**config.mk**
```make
export PLATFORM = sky130hd
export DESIGN_NAME = mem_port_arbiter
export DESIGN_NICKNAME = d
export VERILOG_FILES = /design/src/rtl/arb_pkg.sv /design/src/rtl/mem_port_arbiter_rr_picker.sv /design/src/rtl/mem_port_arbiter.sv
export SDC_FILE = /design/constraint.sdc
export NUM_CORES = 1
export LEC_CHECK = 0
export ABC_AREA = 1
export CAP_MARGIN = 5
export CORE_MARGIN = 8
export CORE_UTILIZATION = 60
export DETAILED_ROUTE_END_ITERATION = 7
export DONT_BUFFER_PORTS = 1
export PLACE_DENSITY = 0.76
export REMOVE_ABC_BUFFERS = 1
export SLEW_MARGIN = 0
export SYNTH_ARGS = -nofsm -noshare
export SYNTH_HDL_FRONTEND = slang
export SYNTH_SLANG_ARGS = --single-unit
```
**constraint.sdc**
```tcl
create_clock -name clk -period 5.85 [get_ports clk]
set_input_delay 1.17 -clock clk [delete_from_list [all_inputs] [get_ports clk]]
set_output_delay 1.17 -clock clk [all_outputs]
set_load 0.05 [all_outputs]
```
**src/rtl/arb_pkg.sv**
```systemverilog
// Shared types and helpers for the memory-port round-robin arbiter.
// Used by rr_picker and mem_port_arbiter (see ARB_PERF_CNT_EN in the top).
package arb_pkg;

   localparam int NUM_REQ   = 4;
   localparam int SEL_WIDTH = 2;

   typedef enum logic [1:0] {
      IDLE  = 2'd0,
      ISSUE = 2'd1,
      RESP  = 2'd2
   } arb_state_t;

   // OR-based encoder; input is expected to be one-hot or zero
   function automatic logic [SEL_WIDTH-1:0] onehot_to_idx(input logic [NUM_REQ-1:0] onehot);
      logic [SEL_WIDTH-1:0] idx;
      idx = '0;
      for (int i = 0; i < NUM_REQ; i++) begin
         if (onehot[i]) begin
            idx = idx | SEL_WIDTH'(i);
         end
      end
      return idx;
   endfunction

endpackage

```
**src/rtl/mem_port_arbiter_rr_picker.sv**
```systemverilog
// Combinational round-robin picker: first asserted request after ptr, wrapping 3->0.
module rr_picker
   import arb_pkg::*;
(
   input  logic [NUM_REQ-1:0]   req,
   input  logic [SEL_WIDTH-1:0] ptr,
   output logic [NUM_REQ-1:0]   winner,
   output logic                 any
);

   // Offset NUM_REQ wraps back to ptr itself, so ptr is considered last
   always_comb begin
      logic [SEL_WIDTH-1:0] idx;
      idx    = '0;
      winner = '0;
      for (int i = 1; i <= NUM_REQ; i++) begin
         idx = ptr + SEL_WIDTH'(i);
         if (req[idx] && (winner == '0)) begin
            winner[idx] = 1'b1;
         end
      end
   end

   assign any = |req;

endmodule

```
**src/rtl/mem_port_arbiter.sv**
```systemverilog
// Round-robin arbiter sharing one data-memory port between 4 requesters, with locked bursts.
// Define ARB_PERF_CNT_EN to add per-requester saturating accept counters on grant_cnt.
module mem_port_arbiter
   import arb_pkg::*;
#(
   parameter int MAX_BURST = 4,
   parameter int CNT_WIDTH = 16
) (
   input  logic                 clk,
   input  logic                 rst_n,
   input  logic [NUM_REQ-1:0]   req_valid,
   input  logic [NUM_REQ-1:0]   req_lock,
   output logic [NUM_REQ-1:0]   req_ready,
   output logic [NUM_REQ-1:0]   resp_valid,
   output logic [NUM_REQ-1:0]   grant,
   output logic [SEL_WIDTH-1:0] sel,
   output logic                 mem_valid,
   input  logic                 mem_ready,
`ifdef ARB_PERF_CNT_EN
   output logic [NUM_REQ*CNT_WIDTH-1:0] grant_cnt,
`endif
   input  logic                 mem_resp_valid
);

   localparam int BURST_W = $clog2(MAX_BURST + 1);

   arb_state_t           state, state_next;
   logic [NUM_REQ-1:0]   grant_next;
   logic [SEL_WIDTH-1:0] sel_next;
   logic [SEL_WIDTH-1:0] rr_ptr, rr_ptr_next;
   logic [BURST_W-1:0]   burst_cnt, burst_cnt_next;
   logic [NUM_REQ-1:0]   pick;
   logic                 pick_any;
   logic                 owner_valid;
   logic                 accept;
   logic                 resp_fire;

   rr_picker u_picker (
      .req    (req_valid),
      .ptr    (rr_ptr),
      .winner (pick),
      .any    (pick_any)
   );

   assign owner_valid = req_valid[sel];
   assign mem_valid   = (state == ISSUE) && owner_valid;
   assign accept      = mem_valid && mem_ready;
   assign resp_fire   = (state == RESP) && mem_resp_valid;
   assign req_ready   = accept    ? grant : '0;
   assign resp_valid  = resp_fire ? grant : '0;

   always_ff @(posedge clk or negedge rst_n) begin
      if (!rst_n) begin
         state     <= IDLE;
         grant     <= '0;
         sel       <= '0;
         rr_ptr    <= SEL_WIDTH'(NUM_REQ - 1);
         burst_cnt <= '0;
      end else begin
         state     <= state_next;
         grant     <= grant_next;
         sel       <= sel_next;
         rr_ptr    <= rr_ptr_next;
         burst_cnt <= burst_cnt_next;
      end
   end

   // Releasing ownership always records the last owner so it drops to lowest priority
   always_comb begin
      state_next     = state;
      grant_next     = grant;
      sel_next       = sel;
      rr_ptr_next    = rr_ptr;
      burst_cnt_next = burst_cnt;
      unique case (state)
         IDLE: begin
            if (pick_any) begin
               grant_next = pick;
               sel_next   = onehot_to_idx(pick);
               state_next = ISSUE;
            end
         end
         ISSUE: begin
            if (!owner_valid) begin
               state_next     = IDLE;
               rr_ptr_next    = sel;
               grant_next     = '0;
               sel_next       = '0;
               burst_cnt_next = '0;
            end else if (mem_ready) begin
               burst_cnt_next = burst_cnt + BURST_W'(1);
               state_next     = RESP;
            end
         end
         RESP: begin
            if (mem_resp_valid) begin
               if (req_lock[sel] && owner_valid && (burst_cnt < BURST_W'(MAX_BURST))) begin
                  state_next = ISSUE;
               end else begin
                  state_next     = IDLE;
                  rr_ptr_next    = sel;
                  grant_next     = '0;
                  sel_next       = '0;
                  burst_cnt_next = '0;
               end
            end
         end
         default: begin
            state_next = IDLE;
         end
      endcase
   end

`ifdef ARB_PERF_CNT_EN
   logic [CNT_WIDTH-1:0] cnt_q [NUM_REQ];

   // Counters hold at all-ones and are cleared only by reset
   always_ff @(posedge clk or negedge rst_n) begin
      if (!rst_n) begin
         for (int i = 0; i < NUM_REQ; i++) begin
            cnt_q[i] <= '0;
         end
      end else begin
         for (int i = 0; i < NUM_REQ; i++) begin
            if (req_ready[i] && (cnt_q[i] != '1)) begin
               cnt_q[i] <= cnt_q[i] + CNT_WIDTH'(1);
            end
         end
      end
   end

   always_comb begin
      grant_cnt = '0;
      for (int i = 0; i < NUM_REQ; i++) begin
         grant_cnt[i*CNT_WIDTH +: CNT_WIDTH] = cnt_q[i];
      end
   end
`endif

endmodule
```
## Word level (Yosys, flattened, before mapping)

Cells that the tools add are included.

| operators by class | value |
|---|---|
| div/mod/pow operators | 0 |
| shift operators | 0 |
| equal/unequal tests | 7 |
| bitwise gates (word level) | 3 |
| multiply operators | 0 |
| muxes and demuxes | 54 |
| reduce and logical (&&, ||, !) cells | 23 |
| add/subtract/negate cells | 4 |
| magnitude comparators | 10 |

Operators by type and width:

| cell | count |
|---|---|
| two-way mux 4 bit | 10 |
| two-way mux 2 bit | 13 |
| < comparator 2 x 3 -> 1 bit (second input constant) | 5 |
| binary-select mux 1 bit (select 2 bit) | 6 |
| logical AND 1 bit | 12 |
| logical NOT 4 bit | 3 |
| two-way mux 1 bit | 12 |
| two-way mux 3 bit | 4 |
| bitwise OR 4 bit | 3 |
| case mux 2 bit (3 select lines) | 2 |
| case mux 4 bit (3 select lines) | 1 |
| demux 1 bit (select 2 bit) | 4 |
| greater-or-equal comparator 2 x 1 -> 1 bit (second input constant) | 4 |
| != test 2 bit (second input constant) | 4 |
| AND reduction 4 bit | 2 |
| case mux 3 bit (2 select lines) | 1 |
| AND reduction 5 bit | 1 |
| adder 2 bit (second input constant) | 2 |
| case mux 2 bit (2 select lines) | 1 |
| OR reduction 4 bit | 1 |
| adder 3 x 1 -> 3 bit (second input constant) | 1 |
| < comparator 3 bit (second input constant) | 1 |
| != test 3 bit (second input constant) | 1 |
| AND reduction 3 bit | 1 |
| other kinds (6) | 6 |

| storage, ports and cells | value |
|---|---|
| latch bits | 0 |
| ROM bits | 0 |
| memories kept | 0 |
| register bits | 13 |
| bits in writable memories | 0 |
| output and inout bits | 15 |
| input port bits | 12 |

## Longest topological paths before layout

| depth | value |
|---|---|
| depth in word-level cells | 20 |
| mapped depth | 17 |

## Modules after synthesis

Synthesis repeated with hierarchy kept, for this count alone.

| unflattened totals | value |
|---|---|
| cells, all modules | 220 |
| area, all modules | 1427.6 um^2 |

By module, submodules not included:

| module | instances | area an instance (um^2) | cells an instance | seq. area each (um^2) |
|---|---|---|---|---|
| mem_port_arbiter | 1 | 928.4 | 134 | 327.8 |
| rr_picker | 1 | 499.2 | 86 | 0.0 |

## Least setup slack after synthesis

OpenSTA, ideal clock, no wires.

| path | value |
|---|---|
| kind | input -> output |
| start point | input req_valid[0] |
| end point | output req_ready[0] |
| cell stages on the path | 6 |
| buffers on the path | 0 |
| slack | 1590 ps |
| arrival | 3090 ps |
| data required time | 4680 ps |
| path through | inv_1 > o21ai_1 > nand2_1 > nor2_1 > nand2_1 > nor2_1 |

| between the ends | value |
|---|---|
| word-level cells in the longest chain between the ends | 5 |

RTL lines:

| item | line | text |
|---|---|---|
| start: declaration | mem_port_arbiter.sv:11 | `input logic [NUM_REQ-1:0] req_valid,` |
| binary-select mux 1 bit (select 2 bit) | mem_port_arbiter.sv:45 | `assign owner_valid = req_valid[sel];` |
| two-way mux 1 bit (implied by the code) | mem_port_arbiter.sv:45 |  |
| logical AND 1 bit | mem_port_arbiter.sv:46 | `assign mem_valid = (state == ISSUE) && owner_valid;` |
| named net mem_valid | mem_port_arbiter.sv:17 | `output logic mem_valid,` |
| logical AND 1 bit | mem_port_arbiter.sv:47 | `assign accept = mem_valid && mem_ready;` |
| two-way mux 4 bit | mem_port_arbiter.sv:49 | `assign req_ready = accept ? grant : '0;` |
| end: declaration | mem_port_arbiter.sv:13 | `output logic [NUM_REQ-1:0] req_ready,` |

The timed path passes the listed nets, and every way through them passes these cells. The select of a mux whose other input is x is not followed.

## Worst setup path in the final report

| path | value |
|---|---|
| start point | register sel[0] |
| end point | output req_ready[1] |

| between the ends | value |
|---|---|
| word-level cells in the longest chain between the ends | 5 |

RTL lines:

| item | line | text |
|---|---|---|
| start: declaration | mem_port_arbiter.sv:16 | `output logic [SEL_WIDTH-1:0] sel,` |
| start signal: assignment | mem_port_arbiter.sv:62 | `sel <= sel_next;` |
| binary-select mux 1 bit (select 2 bit) | mem_port_arbiter.sv:45 |  |
| two-way mux 1 bit (implied by the code) | mem_port_arbiter.sv:45 |  |
| logical AND 1 bit | mem_port_arbiter.sv:46 |  |
| logical AND 1 bit | mem_port_arbiter.sv:47 |  |
| two-way mux 4 bit | mem_port_arbiter.sv:49 |  |

Every way passes these cells. The select of a mux whose other input is x is not followed.

==> impl_metrics.json <==
{
  "finalCritPeriodShare_pct": 65.7,
  "yosys_register_bits": 13,
  "initial_core_util_pct": 61.1,
  "die_h_microns": 62.8,
  "nFillCells": 203,
  "finalMaxSlewViolations": 0,
  "p_total_mw": 0.932,
  "syn2layout_area_growth_pct": 4.86,
  "hold_viol_final": 0,
  "critPathKind": "reg -> out",
  "endpoint_kind": "output pin",
  "antenna_found_initial": 0,
  "place_congestion": 0.910,
  "grt_pass1_wl_microns": 5040,
  "nets": 218,
  "final_layout_size_suffix_gt1_share_pct": 21.9,
  "path_buf_inv": 1,
  "crit_fanout": 10,
  "dp_hpwl_microns": 2370,
  "clkPwrFrac_pct": 6.0,
  "finalCriticalPeriod_ps": 3840,
  "dr.pass1.iters": 4,
  "postSynthCellCount": 188,
  "fmax_ghz": 0.260,
  "cpPeakStageDelay_ps": 820,
  "hold_path.class": "reg -> reg",
  "cp.arrival_ps": 2670,
  "fp.coreArea_sq_um": 2150,
  "tns_ps": 0,
  "die_x_microns": 62.8,
  "internal_power_mw": 0.379,
  "tightestPinTransition_ps": 922,
  "max_slew_margin_pct": 38.3,
  "synth_cell_type_count": 24,
  "maxCapViolCount": 0,
  "cts_sinks": 13,
  "cp-start-kind": "flip-flop",
  "crit_family": "simple AND/OR/NAND/NOR gates",
  "antenna_cells": 0,
  "worst_path_max_delay_cell": "dfrtp_1",
  "die_area_sq_um": 3940,
  "synth_area_leader_cell": "dfrtp_1",
  "seqPwrFrac_pct": 23.7,
  "clk_path_buf_depth": 2,
  "power_switching_mw": 0.554,
  "syn_area_per_cell_sq_um": 6.98,
  "outcome": "finished clean",
  "r2r_slack_ps": 3230,
  "insertion_delay_ps": 270,
  "p_comb_share_pct": 70.4,
  "root_buffer": "clkbuf_4",
  "final_common_cell": "nand2_1",
  "grt_start_max_net_pins": 14,
  "drc_errors": 0,
  "ant_nets": 0,
  "viasPerCell": 5.28,
  "ios": 27,
  "path_clk_slew_ps": 80,
  "post-cts-setup-buffers": 0,
  "cts_tree": "yes",
  "syn-cell-area_sq_um": 1310,
  "cp_cell_sequence": "a21oi_1 -> o21ai_1 -> nand2_1 -> nor2_1 -> buf_4 -> nand2_1 -> nor2_1",
  "worstPathRequired_ps": 4680,
  "vias": 1162,
  "leakagePower_nw": 0.713,
  "hold_buffers": 0,
  "powerDensity_nw_per_um2": 677,
  "globalRouteOverflowTotal": 0,
  "ys_seq_area_share_pct": 25.0,
  "cts_resized": 0,
  "yosys_warnings": 0,
  "vdd_drop_max_mv": 0.439,
  "synth_top_area_share_pct": 21.0,
  "mostFrequentLayoutCells": "nand2_1, inv_1, nor2_1",
  "h-tree-depth": 1,
  "place_ws_ps": 2050,
  "finalSetupViolCount": 0,
  "wire_per_inst_microns": 12.8,
  "drtIter0Drc": 29,
  "setup_ws_ps": 2010,
  "switching_share_pct": 59.4,
  "cts_inserted_buffers": 3,
  "portBuffers": 0,
  "rsz0062_at_grt": "false",
  "routed_wl_microns": 2820,
  "synth_area_leaders": "dfrtp_1, ha_1, nand2_1",
  "grt_use_total_pct": 15.2,
  "grt_pass1_vias": 1142,
  "final.setup_skew_ps": 3.49,
  "rows": 17
}
## synthesized netlist by cell type, drive strengths merged
| library cell | number |
|---|---|
| nand2 | 50 |
| inv | 35 |
| nor2 | 25 |
| nand3 | 22 |
| ha | 13 |
| o21ai | 13 |
| dfrtp | 11 |
| a21oi | 5 |
| nand4 | 4 |
| o22ai | 3 |
| dfstp | 2 |
| nor3 | 2 |
| a31oi | 1 |
| buf | 1 |
| o31ai | 1 |
## final cells by class
cell class / count / area [sq um] / area share [%]
timing repair buffer: 1 / 7.51 / 0.545
tap: 28 / 35.0 / 2.55
clock buffer: 4 / 26.3 / 1.91
multi-input combinational: 139 / 848 / 61.6
inverter: 35 / 131 / 9.55
sequential: 13 / 328 / 23.8
## metal layers
metal | up-vias | GRT usage (%) | share of wire (%)
met4 | 0 | 2.85 | 0.78
met3 | 2 | 5.02 | 5.3
li1 | 603 | - | -
met2 | 28 | 25.5 | 49
met1 | 529 | 18.5 | 45
met5 | - | 0 | 0
## flip-flops by register name (all words and copies together), names as in the netlist
signal / flops
burst_cnt: 3
grant: 4
rr_ptr: 2
sel: 2
state: 2
## stage by stage
step	hold slack [ps]	std cells	utilization [%]	instance area (sq um)
2_1_floorplan	457	187	-	1310
3_3_place_gp	473	216	62.8	1350
3_5_place_dp	496	216	62.8	1350
4_1_cts	505	220	64.1	1380
5_1_grt	568	220	64.1	1380
6_report	514	220	64.1	1380
## power groups by stage
stage,Combinational (mW),Clock [mW],Sequential (mW)
2_1_floorplan,0.546,0,0.212
4_1_cts,0.656,0.0555,0.221
3_5_place_dp,0.651,0,0.222
6_report,0.656,0.0555,0.221
3_3_place_gp,0.630,0,0.221
5_1_grt,0.738,0.0587,0.230
## cells by family (layout without fill, tap and decap cells)
kind of cell             count (synthesis)  after routing  synth area share (%)
AND/OR/NAND/NOR                        103            103                  41.6
buffers and inverters                   36             40                  10.4
AO/OA/AOI/OAI                           23             23                  10.7
adder cells (fa/ha/maj)                 13             13                  12.4
flip-flops                              13             13                  25.0
## path summary, 6_finish.rpt
path / endpoint / cells after the start / from
worst min register to register: burst_cnt[0] / 1 / burst_cnt[0]
max in group asynchronous: rr_ptr[1] / 0 / rst_n
worst min-delay path: burst_cnt[0] / 1 / burst_cnt[0]
worst max register to register: sel[1] / 13 / sel[1]
worst max-delay path: req_ready[1] / 7 / sel[0]
min in group asynchronous: grant[0] / 0 / rst_n
(Power assumes the default switching activity.)
